<file path="src/rtl/bp_update_queue.sv">
// bp_update_queue
// ---------------------------------------------------------------------------
// Purpose: the branch unit can resolve up to two branches per cycle, but the
// 2-bit counter table has only one write port. This block funnels both update
// slots through a DEPTH-entry FIFO. It writes one entry per cycle to the table
// whenever the FIFO holds anything.
//
// Handshake: upd_ready is advisory only. It is high when two entries are
// certainly free (count <= DEPTH-2), and it depends on registered state alone.
// The block still attempts every update presented while ready is low. The
// older updates are accepted up to the free-slot count. Any update beyond that
// is dropped, and the drop sets the sticky overflow flag. On the table side
// there is no back-pressure: the table accepts the write in every cycle that
// we is high.
//
// Ports:
//   clk, rst_n                  clock, synchronous active-low reset
//   upd_valid0/addr0/taken0     update slot 0 (older in program order)
//   upd_valid1/addr1/taken1     update slot 1 (younger)
//   upd_ready                   two entries are guaranteed free
//   we, waddr, br_taken         head entry presented to the counter table
//   count                       occupied entries (0..DEPTH)
//   overflow                    sticky: an update was dropped since reset
// ---------------------------------------------------------------------------
module bp_update_queue #(
  parameter int DEPTH = 4,
  parameter int AW    = 5
) (
  input  logic                       clk,
  input  logic                       rst_n,
  input  logic                       upd_valid0,
  input  logic [AW-1:0]              upd_addr0,
  input  logic                       upd_taken0,
  input  logic                       upd_valid1,
  input  logic [AW-1:0]              upd_addr1,
  input  logic                       upd_taken1,
  output logic                       upd_ready,
  output logic                       we,
  output logic [AW-1:0]              waddr,
  output logic                       br_taken,
  output logic [$clog2(DEPTH):0]     count,
  output logic                       overflow
);

  localparam int PW = $clog2(DEPTH);
  localparam int CW = PW + 1;
  localparam logic [CW-1:0] DEPTH_C = CW'(DEPTH);

  // Each entry is {addr, taken}.
  logic [AW:0]    r_mem [DEPTH];
  logic [PW-1:0]  r_rd_ptr;
  logic [PW-1:0]  r_wr_ptr;
  logic [CW-1:0]  r_count;
  logic           r_overflow;

  logic           w_deq;
  logic [CW-1:0]  w_free;
  logic [1:0]     w_req;
  logic [1:0]     w_enq;
  logic           w_drop;
  logic [AW:0]    w_first;
  logic [AW:0]    w_second;
  logic [AW:0]    w_head;

  // The head entry leaves the FIFO in every non-empty cycle. The slot it
  // vacates is available to this same cycle's enqueue.
  assign w_deq  = (r_count != '0);
  assign w_free = DEPTH_C - r_count + CW'(w_deq);
  assign w_req  = 2'(upd_valid0) + 2'(upd_valid1);

  // w_free only drops below w_req when it is 0 or 1, so the low two bits hold
  // the whole value in that branch.
  assign w_enq  = (w_free >= CW'(w_req)) ? w_req : w_free[1:0];
  assign w_drop = (w_free < CW'(w_req));

  // Pack the accepted updates oldest-first. A lone slot-1 update becomes the
  // first (and only) entry, and it lands at the write pointer.
  assign w_first  = upd_valid0 ? {upd_addr0, upd_taken0} : {upd_addr1, upd_taken1};
  assign w_second = {upd_addr1, upd_taken1};

  always_ff @(posedge clk) begin
    if (!rst_n) begin
      r_rd_ptr   <= '0;
      r_wr_ptr   <= '0;
      r_count    <= '0;
      r_overflow <= 1'b0;
    end else begin
      if (w_deq) begin
        r_rd_ptr <= r_rd_ptr + PW'(1);
      end
      r_wr_ptr <= r_wr_ptr + PW'(w_enq);
      r_count  <= r_count + CW'(w_enq) - CW'(w_deq);
      if (w_drop) begin
        r_overflow <= 1'b1;
      end
    end
  end

  // Storage needs no reset: the outputs are masked whenever count is 0.
  // Writes are gated by rst_n so that updates arriving during reset are
  // ignored.
  always_ff @(posedge clk) begin
    if (rst_n) begin
      if (w_enq != 2'd0) begin
        r_mem[r_wr_ptr] <= w_first;
      end
      if (w_enq == 2'd2) begin
        // The pointer add wraps modulo DEPTH, so a straddling pair writes
        // entries DEPTH-1 and 0.
        r_mem[r_wr_ptr + PW'(1)] <= w_second;
      end
    end
  end

  assign w_head    = w_deq ? r_mem[r_rd_ptr] : '0;
  assign we        = w_deq;
  assign waddr     = w_head[AW:1];
  assign br_taken  = w_head[0];
  assign count     = r_count;
  assign overflow  = r_overflow;
  assign upd_ready = (r_count <= CW'(DEPTH - 2));

endmodule

</file>
<file path="config.mk">
export PLATFORM = sky130hd
export DESIGN_NAME = bp_update_queue
export DESIGN_NICKNAME = d
export VERILOG_FILES = /design/src/rtl/bp_update_queue.sv
export SDC_FILE = /design/constraint.sdc
export NUM_CORES = 1
export LEC_CHECK = 0
export BUFFER_PORTS_ARGS = -buffer_cell sky130_fd_sc_hd__buf_2
export CAP_MARGIN = 10
export CORE_AREA = 2 2 74 76
export DETAILED_ROUTE_END_ITERATION = 7
export DIE_AREA = 0 0 76 78
export SLEW_MARGIN = 20
export SYNTH_ARGS = -nofsm -noshare
export SYNTH_HDL_FRONTEND = slang
export SYNTH_SLANG_ARGS = --single-unit
</file>
<file path="constraint.sdc">
create_clock -name clk -period 3.75 [get_ports clk]
set_input_delay 0.375 -clock clk [delete_from_list [all_inputs] [get_ports clk]]
set_output_delay 0.375 -clock clk [all_outputs]
set_load 0.05 [all_outputs]
</file>
==> flow_summary.toml, run 1 <==
[sta]
fin_ws_ps = 220
slew_headroom = 0.610
fmax_mhz = 283
setup_violations = 0
final_max_slew_viol_count = 0
min_period_over_period = 0.941
hold_violations = 0
fin_skew_ps = 5.36
min_period_ps = 3530
worst_slew_pin_slew_ps = 581

[drt]
ant_nets = 0
num_vias = 1357
drtIter0Drc = 79
wl_um = 4270
drtPass1Iterations = 4
vias_per_cell = 5.12
wire_per_inst_um = 16.1
post-route-drc-count = 0

[global_route]
grt_pass1_wl_um = 7400
first_global_vias = 1514
gr-total-overflow = 0
antenna_found_initial = 0
grt_max_degree = 15
track_usage = 0.160

[synthesis]
yosysSeqAreaShare = 0.467
async_flop_share = 0
synth_flop_cell = "edfxtp_1"
synth.cell_area_um2 = 1970
ys_ff_latch = 34
synth_nets = 179
syn_inst = 156
synth.distinct_cells = 41
synth_warnings = 0
synth_edf_count = 24
syn_avg_cell_area_um2 = 12.6

[floorplan]
die_area_um2 = 5930
rows = 26
die_width_um = 76
die_h_um = 78
core-area_um2 = 5040
io_pins = 28
initial_utilization = 0.391

[setup_path]
required_ps = 3950
endpoint_kind = "register"
crit_fanout = 5
r2r_slack_ps = 220
startpoint = "count[2]"
cp-endpoint = "count[2]"
reg2reg_to = "count[2]"
crit_arrival_ps = 3730
startpoint_type = "register"
worstSetupPathType = "register to register"
ff2ff_path_depth = 14
r2r-start = "count[2]"

[power_and_ir_drop]
clkPwrFrac = 0.122
power_frac_comb = 0.582
switching_share = 0.452
ir_drop_mv = 0.547
p_leak_nw = 0.879
seqPwrFrac = 0.296
p_int_mw = 1.14
power.density_nw_per_um2 = 889
switchingPower_mw = 0.944

[finish]
final_cell_mix = "buf_2, edfxtp_1"
syn_to_final_growth_pct = 19.0
drive_above_1_share = 0.374
antenna_cells = 0
fin_nets = 217
layout_commonest_cell = "buf_2"
final_cell_count_no_fill = 265

[cts]
clk_latency_ps = 280
clock-root-buffer = "clkbuf_8"
cts_tree = "done"
htree_levels = 2
holdBufCountCts = 0
cts.sinks = 34
clk_path_buf_depth = 2
clk_pin_slew_ps = 70
cts_buffers = 5

[status]
status = "finished clean"

[hold_path]
hold_path.class = "primary input to register"

[placement]
dp.cells = 256
pre_cts_ws_ps = 189
portBuffers = 27
place_hpwl_um = 3160
gp_congestion = 0.851

[job]
drv_cap = 0
==> stage by stage <==
step	setup TNS [ps]	hold slack, ps	util	power [mW]	instance area (µm²)
4_1_cts	0	409	0.461	2.08	2320
5_1_grt	-40.0	419	0.466	2.24	2350
3_3_place_gp	0	448	0.445	1.78	2240
3_5_place_dp	0	452	0.445	1.81	2240
6_report	0	417	0.466	2.09	2350
2_1_floorplan	0	539	-	1.52	1980
==> sequential cells by signal, summed over array words and instances, names as in the netlist, named ones only <==
name	flops
count	3
overflow	1
r_mem	24
r_rd_ptr	2
r_wr_ptr	2
==> cell families (layout without fill, tap and decap cells) <==
family,after synthesis,after routing,share of synthesized area
compound gates,26,26,0.127
xor+xnor,6,6,0.0374
fa+ha+maj,7,7,0.0482
buf+inv,11,50,0.0209
flops,34,34,0.467
mux,22,22,0.162
simple gates,50,50,0.138
==> synth_stat cells (3+ instances only) <==
cell | instances | share of area
and2_1 | 12 | 0.038
clkbuf_1 | 5 | 0.0095
dfxtp_1 | 10 | 0.10
edfxtp_1 | 24 | 0.37
ha_1 | 6 | 0.038
inv_1 | 5 | 0.0095
mux2_2 | 12 | 0.068
mux4_2 | 6 | 0.068
nand2_1 | 12 | 0.023
nand2b_1 | 4 | 0.013
nand3_1 | 3 | 0.0076
nor2_1 | 6 | 0.011
nor3_1 | 3 | 0.0076
o2bb2ai_1 | 12 | 0.053
xnor2_1 | 3 | 0.013
==> what timing repair did <==
item,CTS,global route
resized for setup,0,3
endpoints found under the setup margin,0,1
setup buffers,0,1
==> layer usage <==
layer  vias up  track usage  wire, µm
met5         -            0         0
met4         0       0.0655        55
met3         7       0.0512       196
met2        38        0.271      2220
met1       652        0.190      1790
li1        660            -         -
==> power groups by stage <==
stage	registers [mW]	logic (mW)	clock network [mW]
finish	0.618	1.21	0.254
global route	0.639	1.32	0.278
CTS	0.624	1.19	0.263
detailed placement	0.631	1.18	0
global placement	0.626	1.15	0
floorplan	0.633	0.883	0
==> area by class of cell <==
cell class                 instances  area [µm²]
sequential                        34         923
multi-input combinational        111        1030
timing repair buffer              37         210
tap                               70        87.6
clock inverter                     2        8.76
inverter                           5        18.8
clock buffer                       6        72.6
fill                             478        2700
==> worst min-delay path by stage <==
stage	start	to	cells past startpoint
final	upd_addr1[4]	r_mem[1][5]	2
after global routing	upd_taken1	r_mem[1][0]	2
after CTS	upd_addr1[3]	r_mem[0][4]	2
after detailed placement	overflow	overflow	1
after global placement	overflow	overflow	1
after floorplan	rst_n	register	1
==> worst max-delay path: stages (launching register included) <==
cell and delay [ps]:
dfxtp_2 360, nor3_1 260, ha_1 180, inv_1 40, ha_1 360, ha_1 410, a2111oi_2 360, buf_4 180
nor3_1 70, xnor2_1 130, ha_1 210, fa_1 380, xor2_1 160, and3_1 180, nor3b_1 160
(Power assumes the default switching activity.)
==> run 2: changes to the inputs <==
--- a/config.mk
+++ b/config.mk
@@ -10,6 +10,7 @@
 export CORE_AREA = 2 2 74 76
 export DETAILED_ROUTE_END_ITERATION = 7
 export DIE_AREA = 0 0 76 78
+export PLACE_DENSITY_LB_ADDON = 0.05
 export SLEW_MARGIN = 20
 export SYNTH_ARGS = -nofsm -noshare
 export SYNTH_HDL_FRONTEND = slang
==> run 2 against run 1 <==
  * Flip-flop and latch count stayed put
  * Global-route usage shrank 0.35 points
  * Clock power grew 9.4%
  * Wire length up 0.40%
  * Cell area up 0.16%
  * Register-to-register slack improved by 80 ps
  * Fmax is 2.2% higher
  * Sequential share of layout area down 0.063 points
  * Combinational power barely moved
  * Critical path type unchanged
==> flow_summary.toml, run 2 (synthesized netlist as in run 1, its figures left out) <==
[cts]
clock-root-buffer = "clkbuf_8"
cts_tree = "done"
cts_buffers = 5
holdBufCountCts = 0
clk_path_buf_depth = 2
cts.sinks = 34
htree_levels = 2
clk_pin_slew_ps = 70
clk_latency_ps = 280

[global_route]
antenna_found_initial = 0
grt_max_degree = 15
gr-total-overflow = 0
first_global_vias = 1334
track_usage = 0.157
grt_pass1_wl_um = 7100

[finish]
top_regs = "r_mem: 24 flops, count: 3 flops"
drive_above_1_share = 0.376
fin_nets = 216
final_cell_count_no_fill = 264
layout_commonest_cell = "buf_2"
multi_input_area_um2 = 1030
seq_area_um2 = 923
syn_to_final_growth_pct = 19.2
fin_util = 0.466
final_cell_mix = "buf_2, edfxtp_1"
antenna_cells = 0
fill_cells = 478
largest_reg_flops = 24
largest_register = "r_mem"

[sta]
setup_tns_ps = 0
worst_slew_pin_slew_ps = 596
rsz0062_at_grt = "no"
hold_violations = 0
final_max_slew_viol_count = 0
min_period_ps = 3450
setup_violations = 0
fin_skew_ps = 6.70
min_period_over_period = 0.921
fmax_mhz = 290
slew_headroom = 0.600

[setup_path]
worstSetupPathType = "register to register"
required_ps = 3950
crit_fanout = 5
endpoint_kind = "register"
crit_arrival_ps = 3650
startpoint_type = "register"

[job]
drv_cap = 0

[power_and_ir_drop]
power.density_nw_per_um2 = 894
ir_drop_mv = 0.321
finalPower_mw = 2.10
p_leak_nw = 0.876

[floorplan]
die_width_um = 76
core-area_um2 = 5040
initial_utilization = 0.391
die_area_um2 = 5930
die_h_um = 78
rows = 26
io_pins = 28

[placement]
place_hpwl_um = 3070
portBuffers = 27
gp_congestion = 0.812
dp.cells = 254

[status]
status = "finished clean"

[drt]
wire_per_inst_um = 16.2
ant_nets = 0
wl_um = 4280
drtIter0Drc = 113
num_vias = 1352
vias_per_cell = 5.12
post-route-drc-count = 0
drtPass1Iterations = 4

[hold_path]
hold_path.class = "primary input to register"
run 2: cell count changes in the layout (fill, tap and decap cells not counted), sizes merged:
cell / change
clkbuf: +2
clkinv: -2
buf: -1
run 2: path summary, 6_finish.rpt:
kind	from	end	slack, ps	depth (start not counted)
worst max-delay path	count[2]	count[2]	300	14
worst min-delay path	upd_addr1[1]	r_mem[1][2]	420	2
worst min register to register	overflow	overflow	470	1
worst max register to register	count[2]	count[2]	300	14
run 2: repair_timing:
action / in CTS / in global routing
endpoints found under the setup margin: 0 / 1
setup buffers: 0 / 2
gates resized for setup: 0 / 4
run 2: report_power, final:
group | total [mW] | switching, mW | internal, mW
Combinational | 1.20 | 0.710 | 0.493
Sequential | 0.621 | 0.0989 | 0.522
Clock | 0.278 | 0.128 | 0.150
run 2: cell type report:
class,instances,area share
clock buffer,8,0.0383
inverter,5,0.00798
multi-input combinational,111,0.437
sequential,34,0.393
tap,70,0.0373
timing repair buffer,36,0.0862
run 2: metal layers:
metal | share of wire | up-vias | wire [µm] | global-route usage
li1 | - | 662 | - | -
met1 | 0.47 | 662 | 1990 | 0.209
met4 | 0.0070 | 0 | 30 | 0.0509
met5 | 0 | - | 0 | 0
met2 | 0.49 | 24 | 2090 | 0.252
met3 | 0.038 | 4 | 163 | 0.0395
run 2: critical path, stage by stage, from the launching register on:
cell and delay, ps:
dfxtp_2 360, nor3_2 240, ha_1 180, inv_1 40, ha_1 380, ha_2 350, a2111oi_1 350, buf_4 180
nor3_1 70, xnor2_1 130, ha_1 210, fa_1 370, xor2_1 160, and3_1 180, nor3b_1 150
run 2: stage by stage:
step / hold WS (ps) / setup WS (ps) / area, µm²
3_3_place_gp: 448 / 334 / 2230
4_1_cts: 403 / 192 / 2320
6_report: 415 / 297 / 2350
5_1_grt: 418 / 23.1 / 2350
3_5_place_dp: 460 / 207 / 2230
2_1_floorplan: 539 / 3.26 / 1980
==> run 3: changes to the inputs <==
--- a/config.mk
+++ b/config.mk
@@ -5,11 +5,12 @@
 export SDC_FILE = /design/constraint.sdc
 export NUM_CORES = 1
 export LEC_CHECK = 0
+export ABC_AREA = 1
 export BUFFER_PORTS_ARGS = -buffer_cell sky130_fd_sc_hd__buf_2
 export CAP_MARGIN = 10
-export CORE_AREA = 2 2 74 76
+export CORE_AREA = 2 2 75 77
 export DETAILED_ROUTE_END_ITERATION = 7
-export DIE_AREA = 0 0 76 78
+export DIE_AREA = 0 0 77 79
 export PLACE_DENSITY_LB_ADDON = 0.05
 export SLEW_MARGIN = 20
 export SYNTH_ARGS = -nofsm -noshare
==> run 3 against run 2 <==
  * Via count up 32%
  * Clock skew up 0.53 ps
  * Cell area up 1.0%
  * Utilization down 2.1 points
  * Critical path type unchanged
==> flow_summary.toml, run 3 <==
[cts]
clk_pin_slew_ps = 80
cts.sinks = 34
htree_levels = 2
clock-root-buffer = "clkbuf_8"
cts_tree = "done"
holdBufCountCts = 0
cts_buffers = 5
post-cts-setup-buffers = 0
cts_resized = 0
clk_path_buf_depth = 2
clk_latency_ps = 290

[floorplan]
die_area_um2 = 6080
die_h_um = 79
die_width_um = 77
core-area_um2 = 5340
rows = 27
io_pins = 28
initial_utilization = 0.387

[setup_path]
crit_fanout = 6
cp-endpoint = "count[2]"
reg2reg_to = "count[2]"
crit_arrival_ps = 3430
endpoint_kind = "register"
ff2ff_path_depth = 19
slowest_delay_ps = 370
cp.depth = 19
worstSetupPathType = "register to register"
r2r_slack_ps = 510
slowest_stage = "dfxtp_1"
cp_num_buf_inv = 2
r2r-start = "count[2]"
worstPathCellList = "nor2_1, inv_1, nor2_2, ha_1, inv_1, ha_1, ha_1, a21oi_2, nand3_2, nand2_1, nand2_2, nand2_1, nand2_1, ha_1, fa_1, xor2_1, nand3_1, nand2_1, a21oi_1"
startpoint_type = "register"
cp_top_family = "adder cells"
startpoint = "count[2]"
required_ps = 3940

[finish]
final_cell_mix = "nand2_1, nor2_1, nand4_1, buf_2, edfxtp_1"
fin_nets = 307
largest_reg_flops = 24
largest_register = "r_mem"
top_regs = "r_mem: 24 flops, count: 3 flops"
drive_above_1_share = 0.211
layout_commonest_cell = "nand2_1"
fill_cells = 564
syn_to_final_growth_pct = 14.9
antenna_cells = 0

[sta]
slew_headroom = 0.569
fmax_mhz = 309
setup_violations = 0
hold_violations = 0
fin_skew_ps = 7.23
worst_slew_pin_slew_ps = 643
min_period_ps = 3240
min_period_over_period = 0.864
rsz0062_at_grt = "no"
final_max_slew_viol_count = 0
setup_tns_ps = 0

[global_route]
antenna_found_initial = 0
first_global_vias = 1565
gr-total-overflow = 0
grt_max_degree = 30
grtUsageMet2 = 0.268
grtUsageMet1 = 0.268
track_usage = 0.179
grt_pass1_wl_um = 8290
met3_usage = 0.0318
top_usage_layer = "met1"

[power_and_ir_drop]
finalPower_mw = 2.14
ir_drop_mv = 0.383
power.density_nw_per_um2 = 901
p_leak_nw = 1.09

[placement]
gp_congestion = 0.810
place_hpwl_um = 3760
portBuffers = 27

[synthesis]
synth_flop_cell = "edfxtp_1"
syn_avg_cell_area_um2 = 8.11
synth-simple-area-share = 0.338
synth_edf_count = 24
syn_inst = 255
synth.distinct_cells = 24
yosysTopAreaCell = "edfxtp_1"
ys_ff_latch = 34
synth_warnings = 0
synth_most_common_cell = "nand2_1"
synth_nets = 278
muxShareOfSynthArea = 0.0327
synth_compound_area_frac = 0.0690
async_flop_share = 0
synth.cell_area_um2 = 2070
synth_fa_ha_area_frac = 0.0460
synth_area_leaders = "edfxtp_1, nand2_1, dfxtp_1, nand4_1, nor2_1"
synth_common_cells = "nand2_1, nor2_1, nand4_1"
yosysSeqAreaShare = 0.446
synth_xor_area_frac = 0.00424
synth_top_area_share = 0.349
synth_top_family_by_area = "simple AND/OR/NAND/NOR gates"

[drt]
wl_um = 5200
wire_per_inst_um = 14.6
ant_nets = 0
vias_per_cell = 4.99
post-route-drc-count = 0
drtPass1Iterations = 4
drtIter0Drc = 83
num_vias = 1781

[job]
drv_cap = 0

[hold_path]
hold_path.class = "primary input to register"

[status]
status = "finished clean"
## run 3: changes by cell type after synthesis, sizes merged, moves of 4 or more
cell	change
mux4	-6
mux2	-7
buf	+4
nand4	+27
and2	-12
nor2	+31
o21ai	+12
nand2	+66
o2bb2ai	-12
nor3	-4
a21oi	+10
nand2b	-4
nand3	+6
inv	+16
## run 3: report_power, final
part	switching [mW]	total (mW)	leakage (nW)	internal [mW]
combinational	0.888	1.20	0.734	0.310
clock	0.144	0.342	0.0504	0.198
sequential	0.0777	0.601	0.303	0.523
total	1.11	2.14	1.09	1.03
## run 3: layout make-up
cell class | instances | area (µm²) | area share
repair buffers | 30 | 158 | 0.0664
clock buffers | 5 | 68.8 | 0.0290
multi-input cells | 192 | 1010 | 0.427
clock inverters | 3 | 45.0 | 0.0190
inverters | 21 | 78.8 | 0.0332
flip-flops and latches | 34 | 921 | 0.388
well taps | 72 | 90.1 | 0.0379
## run 3: metrics by stage
step / utilization / instances / setup slack, ps / cell area (µm²) / hold WS, ps
floorplan: - / 255 / 132 / 2070 / 412
detailed placement: 0.424 / 349 / 541 / 2260 / 432
finish: 0.445 / 357 / 510 / 2370 / 388
global placement: 0.424 / 349 / 620 / 2260 / 431
global route: 0.445 / 357 / 135 / 2370 / 392
CTS: 0.445 / 357 / 508 / 2370 / 383
## run 3: metal layers
| metal | wire (µm) | up-vias | share of wire |
|---|---|---|---|
| met4 | 44 | 0 | 0.0085 |
| li1 | - | 922 | - |
| met2 | 2270 | 36 | 0.44 |
| met1 | 2720 | 819 | 0.52 |
| met3 | 159 | 4 | 0.031 |
| met5 | 0 | - | 0 |
## run 3: worst min-delay path, cell delays in order
cell and delay [ps]:
buf_2 160, nand2_1 70, inv_1 30
## run 3: cells by family (layout without fill, tap and decap cells)
family	Yosys count	count (layout)
muxes	6	6
adders and majority gates	7	7
AOI/OAI and AO/OA	27	27
and+or+nand+nor	151	151
buffers and inverters	29	59
xor gates and xnor gates	1	1
DFF	34	34
## run 3: how the worst min path moves through the flow
stage                        endpoint  slack (ps)        start  depth (start not counted)
after floorplan              register         410  r_rd_ptr[1]                          1
after global placement    r_rd_ptr[1]         430  r_rd_ptr[1]                          1
after detailed placement  r_rd_ptr[1]         430  r_rd_ptr[1]                          1
after CTS                    count[0]         380        rst_n                          3
after global routing         count[1]         390        rst_n                          3
final                        count[1]         390        rst_n                          3
